$ cat src/rtl/vga_sync_rx.sv
// -----------------------------------------------------------------------------
// vga_sync_rx
//
// Receive-side VGA timing recovery. Raw active-low hsync/vsync from an external
// or looped-back timing source are synchronised into the clk domain and used to
// regenerate the same h/v/visible/frame coordinates as the on-chip generator.
// A lock state machine qualifies the received timing against the mode given by
// the parameters, so capture/overlay logic can trust the coordinates.
//
// Ports
//   clk       in   pixel clock
//   reset_n   in   asynchronous active-low reset
//   hsync_in  in   raw hsync, active-low, asynchronous to clk
//   vsync_in  in   raw vsync, active-low, asynchronous to clk
//   h         out  recovered pixel counter, 0..HFULL-1
//   v         out  recovered line counter, 0..VFULL-1
//   visible   out  locked && h < HRES && v < VRES
//   locked    out  received timing qualified
//   sync_err  out  one-clock pulse for each cycle containing an error event
//   frame     out  frame counter, wraps 255 -> 0
// -----------------------------------------------------------------------------
module vga_sync_rx #(
  parameter int HRES        = 640,
  parameter int HF          = 16,
  parameter int HS          = 96,
  parameter int HB          = 48,
  parameter int VRES        = 480,
  parameter int VF          = 10,
  parameter int VS          = 2,
  parameter int VB          = 33,
  parameter int LOCK_FRAMES = 2
) (
  input  logic       clk,
  input  logic       reset_n,
  input  logic       hsync_in,
  input  logic       vsync_in,
  output logic [9:0] h,
  output logic [9:0] v,
  output logic       visible,
  output logic       locked,
  output logic       sync_err,
  output logic [7:0] frame
);

  localparam int HFULL = HRES + HF + HS + HB;
  localparam int VFULL = VRES + VF + VS + VB;

  // Counter values at which the sync edges are expected. The h values are
  // where the counter sits when the synchronised edge is seen, which makes the
  // recovered h equal to the source counter delayed by the synchroniser depth.
  localparam logic [9:0] H_LAST  = 10'(HFULL - 1);
  localparam logic [9:0] H_LEAD  = 10'(HRES + HF);
  localparam logic [9:0] H_LOAD  = 10'(HRES + HF + 1);
  localparam logic [9:0] H_TRAIL = 10'(HRES + HF + HS);
  localparam logic [9:0] H_VIS   = 10'(HRES);
  localparam logic [9:0] V_LAST  = 10'(VFULL - 1);
  localparam logic [9:0] V_LEAD  = 10'(VRES + VF);
  localparam logic [9:0] V_TRAIL = 10'(VRES + VF + VS);
  localparam logic [9:0] V_VIS   = 10'(VRES);
  localparam logic [3:0] LOCK_CNT = 4'(LOCK_FRAMES);

  typedef enum logic [1:0] {
    SEARCH,
    ACQUIRE,
    LOCKED
  } lock_state_t;

  // ---------------------------------------------------------------------------
  // Input synchronisers plus one history flop per signal for edge detection.
  // ---------------------------------------------------------------------------
  logic hs_meta, hs_s, hs_prev;
  logic vs_meta, vs_s, vs_prev;

  // NOTE: the synchroniser flops reset to 1 (the inactive sync level) so that
  // reset release never looks like a leading edge; and every stage uses
  // non-blocking assignment so the chain shifts by exactly one flop per clock.
  always_ff @(posedge clk or negedge reset_n) begin
    if (!reset_n) begin
      hs_meta <= 1'b1;
      hs_s    <= 1'b1;
      hs_prev <= 1'b1;
      vs_meta <= 1'b1;
      vs_s    <= 1'b1;
      vs_prev <= 1'b1;
    end else begin
      hs_meta <= hsync_in;
      hs_s    <= hs_meta;
      hs_prev <= hs_s;
      vs_meta <= vsync_in;
      vs_s    <= vs_meta;
      vs_prev <= vs_s;
    end
  end

  // Active-low syncs: leading edge is 1->0, trailing edge is 0->1.
  logic hs_lead, hs_trail, vs_lead, vs_trail;
  assign hs_lead  = hs_prev & ~hs_s;
  assign hs_trail = ~hs_prev & hs_s;
  assign vs_lead  = vs_prev & ~vs_s;
  assign vs_trail = ~vs_prev & vs_s;

  // ---------------------------------------------------------------------------
  // Free-running coordinate counters with sync-edge correction.
  // A corrected hs edge replaces the line wrap, so the line only advances when
  // the counter genuinely rolls over.
  // ---------------------------------------------------------------------------
  logic h_wrap, v_wrap;
  assign h_wrap = (h == H_LAST) && !hs_lead;
  assign v_wrap = h_wrap && (v == V_LAST) && !vs_lead;

  always_ff @(posedge clk or negedge reset_n) begin
    if (!reset_n) begin
      h     <= '0;
      v     <= '0;
      frame <= '0;
    end else begin
      if (hs_lead) begin
        h <= H_LOAD;
      end else if (h == H_LAST) begin
        h <= '0;
      end else begin
        h <= h + 10'd1;
      end

      if (vs_lead) begin
        v <= V_LEAD;
      end else if (h_wrap) begin
        v <= (v == V_LAST) ? 10'd0 : v + 10'd1;
      end

      if (v_wrap) begin
        frame <= frame + 8'd1;
      end
    end
  end

  // ---------------------------------------------------------------------------
  // Timing error events, evaluated every clock regardless of lock state.
  // ---------------------------------------------------------------------------
  logic h_at_lead, v_at_lead, v_at_trail;
  logic ev_a, ev_b, ev_c, ev_d, ev_e, ev_f;
  logic err;

  assign h_at_lead  = (h == H_LEAD);
  assign v_at_lead  = (v == V_LEAD) && (h == 10'd0);
  assign v_at_trail = (v == V_TRAIL) && (h == 10'd0);

  assign ev_a = hs_lead && !h_at_lead;        // hsync arrived early or late
  assign ev_b = h_at_lead && !hs_lead;        // expected hsync missing
  assign ev_c = hs_trail && (h != H_TRAIL);   // wrong hsync width
  assign ev_d = vs_lead && !v_at_lead;        // vsync arrived early or late
  assign ev_e = v_at_lead && !vs_lead;        // expected vsync missing
  assign ev_f = vs_trail && !v_at_trail;      // wrong vsync width

  assign err = ev_a | ev_b | ev_c | ev_d | ev_e | ev_f;

  // ---------------------------------------------------------------------------
  // Lock state machine. good counts consecutive clean frames in ACQUIRE; clean
  // tracks whether the frame currently being received has seen any error.
  // An error in the same cycle as a vs leading edge belongs to the frame that
  // edge closes.
  // ---------------------------------------------------------------------------
  lock_state_t state;
  logic [3:0]  good;
  logic        clean;

  always_ff @(posedge clk or negedge reset_n) begin
    if (!reset_n) begin
      state    <= SEARCH;
      good     <= '0;
      clean    <= 1'b1;
      locked   <= 1'b0;
      sync_err <= 1'b0;
    end else begin
      sync_err <= err;

      case (state)
        SEARCH: begin
          // Errors on the edge that starts acquisition are deliberately ignored.
          if (vs_lead) begin
            state <= ACQUIRE;
            good  <= '0;
            clean <= 1'b1;
          end
        end

        ACQUIRE: begin
          if (vs_lead) begin
            if (clean && !err) begin
              good <= good + 4'd1;
              if (good + 4'd1 == LOCK_CNT) begin
                state  <= LOCKED;
                locked <= 1'b1;
              end
            end else begin
              good <= '0;
            end
            clean <= 1'b1;
          end else if (err) begin
            clean <= 1'b0;
          end
        end

        LOCKED: begin
          if (err) begin
            state  <= SEARCH;
            locked <= 1'b0;
            good   <= '0;
          end
        end

        default: begin
          state  <= SEARCH;
          locked <= 1'b0;
          good   <= '0;
          clean  <= 1'b1;
        end
      endcase
    end
  end

  assign visible = locked && (h < H_VIS) && (v < V_VIS);

endmodule

$ cat config.mk
export PLATFORM = sky130hd
export DESIGN_NAME = vga_sync_rx
export DESIGN_NICKNAME = d
export VERILOG_FILES = /design/src/rtl/vga_sync_rx.sv
export SDC_FILE = /design/constraint.sdc
export NUM_CORES = 1
export LEC_CHECK = 0
export BUFFER_PORTS_ARGS = -buffer_cell sky130_fd_sc_hd__buf_2
export CAP_MARGIN = 0
export CORE_ASPECT_RATIO = 0.8
export CORE_MARGIN = 1.5
export CORE_UTILIZATION = 35
export CTS_CLUSTER_DIAMETER = 50
export DETAILED_ROUTE_END_ITERATION = 10
export PLACE_DENSITY = 0.61
export SYNTH_ARGS = -nofsm -noshare
export SYNTH_HDL_FRONTEND = slang
export SYNTH_SLANG_ARGS = --single-unit
$ cat constraint.sdc
create_clock -name clk -period 3.6 [get_ports clk]
set_input_delay 0 -clock clk [delete_from_list [all_inputs] [get_ports clk]]
set_output_delay 0 -clock clk [all_outputs]
set_load 0.01 [all_outputs]
## Word level (Yosys, flattened, before mapping)

Index checks and enable logic that the tools add are counted.

- Bits in registers: 43
- Input bits: 4
- Output and inout bits: 31
- Logic and storage cells: 101

- Add/sub/neg operators: 4
- Order comparisons: 2
- Equal/unequal tests: 15
- Mux-type cells: 24
- Bitwise logic cells: 15
- Reduce and logical (&&, ||, !) cells: 27

Operator list:

| cell | count |
|---|---|
| $mux 10 | 5 |
| $eq 10x10->1 const B | 3 |
| $add 10x1->10 const B | 2 |
| $eq 10x9->1 const B | 2 |
| $mux 4 | 4 |
| $logic_and 1x1->1 | 14 |
| $pmux 4 s3 | 1 |
| $logic_not 10->1 | 1 |
| $lt 10x10->1 const B | 1 |
| $lt 10x9->1 const B | 1 |
| $mux 2 | 5 |
| $ne 10x10->1 const B | 1 |
| $ne 2x2->1 const B | 5 |
| $reduce_and 5->1 | 2 |
| $add 8x1->8 const B | 1 |
| $logic_not 1->1 | 6 |
| $mux 1 | 6 |
| $not 1->1 | 6 |
| $pmux 1 s3 | 2 |
| $pmux 2 s3 | 1 |
| $reduce_and 3->1 | 2 |
| $or 1x1->1 | 5 |
| $add 4x1->4 const B | 1 |
| $and 1x1->1 | 4 |
| other kinds (6) | 6 |

## Depth between registers and ports, before layout

Gate-level depths: netlist of the first run.

- Word-level depth: 14
- Gate-level depth with buffers: 9
- Depth with buffers taken out: 8

## Least setup slack after synthesis of the first run

Ideal clock, no wire load.

- Path kind: reg-to-reg
- From: register h[0]
- To: register locked
- Setup time: 67 ps
- Arrival: 2,357 ps
- Required time: 3,533 ps
- Slack: 1,176 ps
- Cell stages (with the launch flop): 10
- Path buffers: 1
- Clock period less this slack: 2,424 ps
- Path through: dfrtp_1 -> inv_1 -> ha_1 -> or4b_1 -> buf_2 -> or4_4 -> a21oi_4 -> o211ai_4 -> nor3_2 -> o221a_1

- Longest elaborated chain between the ends: 12
- Elaborated cells on any way between the ends: 24
- Those cells by class: eq/ne (4); bitwise (5); reduce/logical (15)

Ends and longest elaborated chain:

| what | line | RTL |
|---|---|---|
| from (decl) | 37 | `output logic [9:0] h,` |
| from (signal assigned) | 122 | `h <= h + 10'd1;` |
| $eq 10x10->1 | 144 | `assign h_at_lead = (h == H_LEAD);` |
| $logic_not 1->1 | 148 | `assign ev_a = hs_lead && !h_at_lead;` |
| $logic_and 1x1->1 | 148 |  |
| $or 1x1->1 (4 in a row) | 155 | `assign err = ev_a \| ev_b \| ev_c \| ev_d \| ev_e \| ev_f;` |
| $or 1x1->1 * | 155 |  |
| net err | 142 | `logic err;` |
| $logic_not 1->1 | 189 | `if (clean && !err) begin` |
| $logic_and 1x1->1 | 189 |  |
| $ne 2x2->1 (no line) | n/a |  |
| $reduce_and 5->1 (no line) * | n/a |  |
| to (signal assigned) | 193 | `locked <= 1'b1;` |
| to (signal assigned) | 207 | `locked <= 1'b0;` |
| to (signal assigned) | 214 | `locked <= 1'b0;` |
| to (decl) | 40 | `output logic locked,` |

Mark *: on every way through the listed nets, which the timed path passes. The rest lies on a longest branch.
A chain may end at the register's enable or synchronous reset.

## Worst setup path after layout of the first run

- From: register h[0]
- To: register good[0]

- Longest elaborated chain between the ends: 13
- Elaborated cells on any way between the ends: 26
- Those cells by class: eq/ne (3); mux (3); bitwise (5); reduce/logical (15)

Ends and longest elaborated chain:

| what | line | RTL |
|---|---|---|
| $eq 10x10->1 | 144 |  |
| $logic_not 1->1 | 148 |  |
| $logic_and 1x1->1 | 148 |  |
| $or 1x1->1 (4 in a row) | 155 |  |
| $or 1x1->1 * | 155 |  |
| $logic_not 1->1 | 189 |  |
| $logic_and 1x1->1 | 189 |  |
| $mux 4 | 189 |  |
| $mux 4 | 188 | `if (vs_lead) begin` |
| $pmux 4 s3 | 177 | `case (state)` |
| to (signal assigned) | 190 | `good <= good + 4'd1;` |
| to (decl) | 164 | `logic [3:0] good;` |

Mark *: on every way between the ends. The rest lies on a longest branch, timed or not. The select of a mux whose other input is x is not followed.

==> key figures, run 1 <==
Global routing
  • First-pass GRT wire length: 8.98 mm
  • Total gr overflow: 0
  • Total track usage: roughly 15%
  • Vias in the first global route: 1,854
  • Largest net degree at the start of global routing: between 40 and 50
  • Antenna violations before repair: 0

Job
  • Max Cap Viol: 0

Timing
  • Max Clk Rate: around 380 MHz
  • Final Cycle Share: approximately 72%
  • Fin worst setup slack: between 0.9 and 1 ns
  • Max-slew headroom: a little under two fifths
  • Final Hold Vio Count: 0
  • RSZ-0062 raised after global routing: no
  • Minimum clock period after layout: between 2 and 3 ns
  • Setup-failing EPs final: 0
  • Clock skew: between 0.007 and 0.008 ns
  • Final count of pins violating max slew: 0
  • TNS Setup: 0 ns
  • Slew @ Worst Pin: approximately 0.95 ns

Pwr
  • Int Pwr: 0.750 mW
  • Combinational Power Share: ~14%
  • PD cells: 380 nW/um^2
  • Part of the power in the clock network: between 30% and 40%
  • Sw power: around 0.29 mW
  • Design Power: 1.03 mW
  • Leak: 1.20 nW
  • Sequential power share: a little over half
  • Peak VDD IR: between 150 and 200 uV
  • Sw Share: 27.5%

Finish
  • Commonest non-fill, non-tap cell in the layout: dfrtp_1
  • Antenna diode count: 0
  • Commonest cells after routing, fill and taps aside: 36 x dfrtp_1, 34 x buf_2, 17 x nor2_1
  • Post-layout nets: 285
  • Share of layout cells above drive strength 1: 22.3%
  • Area Growth Syn to Fin: 14.9%

Critical path
  • Slowest CP cell: or4b_1
  • Buf+Inv Stages, Crit Path: 1
  • Largest stage delay, worst path: approximately 0.6 ns
  • Crit-path max FO: 7
  • CP cell instances: inv_1, ha_1, or4b_1, or4_4, a21oi_4, o2111ai_1, nor3_1, a21o_1
  • Crit Path Class: reg2reg
  • CP arrival: between 2 and 3 ns
  • CP startpoint kind: flip-flop
  • CP delay by family, top: simple AND/OR/NAND/NOR gates
  • Critical Path RT: roughly 3.8 ns
  • Critical path endpoint category: flip-flop

Clocking
  • CTS Buf Count: 5
  • Reg clk slew, reported paths: roughly 0.070 ns
  • H-tree depth: 2
  • Worst skew pair latency: 0.30 ns
  • Clock sinks: 43
  • Cts repair resizes: 0
  • Clock root cell: clkbuf_8
  • CTS tree: done
  • Max clock buf depth: 2

Die
  • Starting Density: approximately 37%
  • Die W: ~95 um
  • Die Footprint: between 7000 and 8000 um^2
  • FP Rows: 26
  • Total core area: roughly 6500 um^2
  • Die Y: between 70 and 80 um
  • Io pins: 35

Drt
  • DRT Pass-1 Iters: 4
  • Via/cell ratio: around 5.3
  • Initial DRC Count: 90
  • DRC errors left: 0
  • Final WL: 5.05 mm
  • Via Count: between 1.5k and 2k
  • Antenna Nets Post-Route: 0
  • Drt wl/cell: ~14 um

Yosys
  • Synth async-reset ratio: between 90% and 100%
  • Post-Syn Instances: roughly 240
  • Syn Area/Cell: 10.0 um^2
  • FF+latch count, synth: 43
  • Distinct cells, synth: 56
  • Synth Flop Type: dfrtp_1
  • Yosys top cell by area: dfrtp_1
  • Post-synth EDFFs: 0
  • Largest cells by area after synthesis: dfrtp_1 38%, dfstp_2 7.8%, ha_1 4.2%
  • Synthesis Warnings: 0
  • Area share of the largest cell type after synthesis: about two fifths
  • Fraction of the yosys area taken by sequential cells: 45.8%
  • Mapped Area: around 2400 um^2
  • Syn_nets: between 200 and 250

Placed design
  • Final HPWL DP: roughly 3.6 mm
  • Routability Congestion: around 0.82
  • Port buffer count: 34
  • Placement Setup Slack: a little over 1 ns

Worst hold path
  • Hold/Removal Path Class: in2reg

Run status
  • Status: finished clean
[cell type report]
cell class,count,area [um^2]
Fill cell,631,3750
Timing Repair Buffer,38,208
Tap cell,84,105
Multi-Input combinational cell,177,1190
Inverter,8,30.0
Clock buffer,8,100
Sequential cell,43,1080
[synth_stat cells, types with 2 or more instances]
master / instances
and3_1: 10
ha_1: 8
xnor2_1: 9
buf_4: 2
or4b_1: 2
o21ai_0: 14
dfstp_2: 7
a31oi_1: 6
nor2b_1: 2
nor4b_1: 2
nand4_1: 10
and4_1: 2
and2_1: 5
nor3_1: 5
nand2b_1: 4
nand3b_1: 3
or3_1: 2
xor2_1: 6
inv_1: 8
a21oi_1: 13
dfrtp_1: 36
nand2_1: 14
nor2_1: 17
a21o_1: 3
nand3_1: 10
or4_1: 2
o311ai_0: 3
clkbuf_1: 4
[kinds of logic (layout without fill, tap and decap cells)]
| group | count (synthesis) | in the layout | synth area share, % |
|---|---|---|---|
| AOI/OAI and AO/OA | 53 | 53 | 15.3 |
| adders and majority gates | 8 | 8 | 4.22 |
| muxes | 1 | 1 | 0.475 |
| buffers and inverters | 17 | 54 | 3.80 |
| xor gates and xnor gates | 15 | 15 | 5.54 |
| and+or+nand+nor | 100 | 100 | 24.9 |
| DFF | 43 | 43 | 45.8 |
[final timing paths]
path | from | endpoint | slack [ns] | cells after the start
max in group asynchronous | reset_n | h[0] | 2.62 | 2
worst min register to register | hs_meta | hs_s | 0.36 | 0
worst max register to register | h[0] | good[0] | 0.99 | 8
min in group asynchronous | reset_n | frame[7] | 0.40 | 2
worst max-delay path | h[0] | good[0] | 0.99 | 8
worst min-delay path | vsync_in | vs_meta | 0.35 | 2
[power by group through the flow]
stage | sequential, mW | clock (mW) | combinational, mW
floorplan | 0.563 | 0 | 0.0965
global placement | 0.563 | 0 | 0.146
detailed placement | 0.562 | 0 | 0.148
CTS | 0.554 | 0.347 | 0.151
global route | 0.561 | 0.367 | 0.168
finish | 0.555 | 0.332 | 0.148
[registers in the layout, indices dropped and copies added (netlist names)]
register / flops
vs_s: 1
frame: 8
hs_s: 1
good: 4
h: 10
state: 2
sync_err: 1
locked: 1
vs_meta: 1
clean: 1
hs_prev: 1
v: 10
hs_meta: 1
vs_prev: 1
[per-layer routing]
layer  track usage [%]  part of all wire (%)  up-vias  wire [um]
met5                 0                     0        -          0
met4              5.37                   1.5        0         76
met3              3.19                   3.1        9        157
met2              22.2                    44       34       2210
met1              22.8                    52      924       2610
li1                  -                     -      940          -
[metrics by stage]
step                      util [%]  hold WS, ns  cells  cell area [um^2]
after floorplan                  -       -0.296    237              2370
after global placement        40.0        0.106    347              2590
after detailed placement      40.0        0.110    347              2590
after CTS                     42.1        0.339    358              2720
after global routing          42.1        0.347    358              2720
final                         42.1        0.347    358              2720
[timing repair]
item                                   4_1_cts  5_1_grt
setup endpoints to repair                    0        0
hold buffers                                 3        0
endpoints found under the hold margin       38        0
buffers inserted                             0        0
Note: power is estimated with default switching activity, not from simulation.
==> run 2, diff against run 1 <==
--- a/config.mk
+++ b/config.mk
@@ -12,7 +12,7 @@
 export CORE_UTILIZATION = 35
 export CTS_CLUSTER_DIAMETER = 50
 export DETAILED_ROUTE_END_ITERATION = 10
-export PLACE_DENSITY = 0.61
+export PLACE_DENSITY = 0.63
 export SYNTH_ARGS = -nofsm -noshare
 export SYNTH_HDL_FRONTEND = slang
 export SYNTH_SLANG_ARGS = --single-unit
==> constraint.sdc (replaced) <==
create_clock -name clk -period 2.15 [get_ports clk]
set_input_delay 0 -clock clk [delete_from_list [all_inputs] [get_ports clk]]
set_output_delay 0 -clock clk [all_outputs]
set_load 0.01 [all_outputs]
==> run 2 against run 1 <==
The flow now finishes with violations (negative setup slack). Design area up 14%. Worst setup slack worse by 1.2 ns. Non-clock buffer count up 32. Die area unchanged. Clock skew up 0.0034 ns. Critical path depth down 2. Total power up 90%. Clock power up 98%. Critical endpoint unchanged. Highest routed layer unchanged.
==> key figures, run 2 (synthesized netlist as in run 1, its figures left out) <==
Run status
  • Status: finished with violations
  • Violated checks: negative setup slack

Drt
  • Initial DRC Count: 77
  • Via/cell ratio: approximately 5.2
  • DRT Pass-1 Iters: 4
  • Antenna Nets Post-Route: 0
  • DRC errors left: 0
  • Drt wl/cell: 14.7 um
  • Via Count: 2,036
  • Final WL: 5.75 mm

Timing
  • Minimum clock period after layout: 2.31 ns
  • TNS Setup: -0.725 ns
  • RSZ-0062 raised after global routing: yes
  • Max Clk Rate: roughly 430 MHz
  • Clock skew: ~0.011 ns
  • Final Hold Vio Count: 0
  • Final count of pins violating max slew: 0
  • Fin worst setup slack: -0.159 ns
  • Max-slew headroom: about 78%
  • Slew @ Worst Pin: 0.333 ns
  • Final Cycle Share: 107%
  • Setup-failing EPs final: 7

Clocking
  • CTS tree: done
  • Clock sinks: 43
  • H-tree depth: 2
  • Postcts setup bufs: 0
  • CTS Buf Count: 5
  • Clock root cell: clkbuf_8
  • Worst skew pair latency: ~0.3 ns
  • Reg clk slew, reported paths: 0.08 ns
  • Max clock buf depth: 2

Pwr
  • Leak: roughly 1.4 nW
  • Combinational Power Share: a little over a fifth
  • PD cells: between 600 and 700 nW/um^2
  • Peak VDD IR: between 300 and 400 uV
  • Part of the power in the clock network: roughly 33%
  • Sw Share: between 20% and 30%
  • Sw power: roughly 0.53 mW
  • Design Power: 1.97 mW
  • Int Pwr: ~1.4 mW
  • Sequential power share: around 45%

Global routing
  • Total track usage: 16.6%
  • Antenna violations before repair: 0
  • Vias in the first global route: 1,905
  • Total gr overflow: 0
  • Largest net degree at the start of global routing: 16
  • First-pass GRT wire length: 9.43 mm

Finish
  • Commonest non-fill, non-tap cell in the layout: dfrtp_1
  • Fill cells: 617
  • Final core occ: a little under half
  • Antenna diode count: 0
  • Commonest cells after routing, fill and taps aside: 35 x dfrtp_1, 34 x buf_2, 31 x buf_4
  • Register area: ~1100 um^2
  • Top Registers: h (10), v (10), frame (8)
  • Area Growth Syn to Fin: 30.8%
  • Post-layout nets: about 320
  • Share of layout cells above drive strength 1: between 30 and 40%
  • Multi-input logic area: between 1000 and 1500 um^2

Critical path
  • CP cell instances: or4b_4, or4_4, a21oi_4, o2111ai_2, nor3_2, a21o_1
  • CP startpoint kind: flip-flop
  • CP arrival: 2.54 ns
  • Slowest CP cell: or4b_4
  • Largest stage delay, worst path: roughly 0.58 ns
  • Critical path endpoint category: flip-flop
  • Crit-path max FO: 4
  • Crit Path Class: reg2reg
  • Critical Path RT: 2.38 ns

Die
  • FP Rows: 26
  • Io pins: 35
  • Die W: ~95 um
  • Total core area: around 6500 um^2
  • Die Footprint: a little over 7000 um^2
  • Starting Density: between 30% and 40%
  • Die Y: 76.6 um

Placed design
  • Routability Congestion: around 0.87
  • Port buffer count: 34
  • Final HPWL DP: ~4.1 mm
  • Placement Setup Slack: -0.197 ns

Worst hold path
  • Hold/Removal Path Class: in2async

Job
  • Max Cap Viol: 0
-- run 2: layout make-up --
class / count / area share, %
Tap cell: 84 / 3.39
Inverter: 8 / 0.969
Timing Repair Buffer: 70 / 14.7
Clock buffer: 6 / 2.66
Clock inverter: 2 / 1.13
Multi-Input combinational cell: 177 / 42.1
Sequential cell: 43 / 35.0
-- run 2: power groups by stage --
stage / Combinational, mW / Clock, mW / Sequential, mW
after floorplan: 0.182 / 0 / 0.943
after global placement: 0.380 / 0 / 0.906
after detailed placement: 0.386 / 0 / 0.904
after CTS: 0.406 / 0.682 / 0.892
after global routing: 0.462 / 0.711 / 0.900
final: 0.420 / 0.657 / 0.892
-- run 2: timing repair --
action | 4_1_cts | 5_1_grt
setup endpoints to repair | 11 | 15
hold buffers | 3 | 0
pin swaps | 8 | 5
endpoints found under the hold margin | 45 | 0
gates resized for setup | 7 | 12
-- run 2: stage by stage --
step                cell area [um^2]  hold WS (ns)  cells
floorplan                       2400        -0.296    237
global placement                2850       -0.0854    379
detailed placement              2850       -0.0783    379
CTS                             3030         0.132    390
global route                    3100         0.163    390
finish                          3100         0.132    390
-- run 2: worst paths after layout --
| check | startpoint | end | slack [ns] | depth (start not counted) |
|---|---|---|---|---|
| worst min register to register | vs_meta | vs_s | 0.36 | 0 |
| worst min-delay path | reset_n | locked | 0.13 | 2 |
| worst max-delay path | h[7] | good[0] | -0.16 | 6 |
| max in group asynchronous | reset_n | v[6] | 1.50 | 3 |
| min in group clk | hsync_in | hs_meta | 0.35 | 2 |
| worst max register to register | h[7] | good[0] | -0.16 | 6 |
-- run 2: worst max-delay path: cells and delay by family, from the launching register on --
| family | cells | cell delay (ns) |
|---|---|---|
| simple gates | 3 | 1.36 |
| flops | 1 | 0.38 |
| compound gates | 3 | 0.51 |
-- run 2: routing by layer --
layer / up-vias / wire [um] / GRT usage, %
met4: 0 / 110 / 5.82
met1: 981 / 2900 / 25.6
met2: 44 / 2490 / 22.5
li1: 998 / - / -
met5: - / 0 / 0
met3: 13 / 247 / 3.69
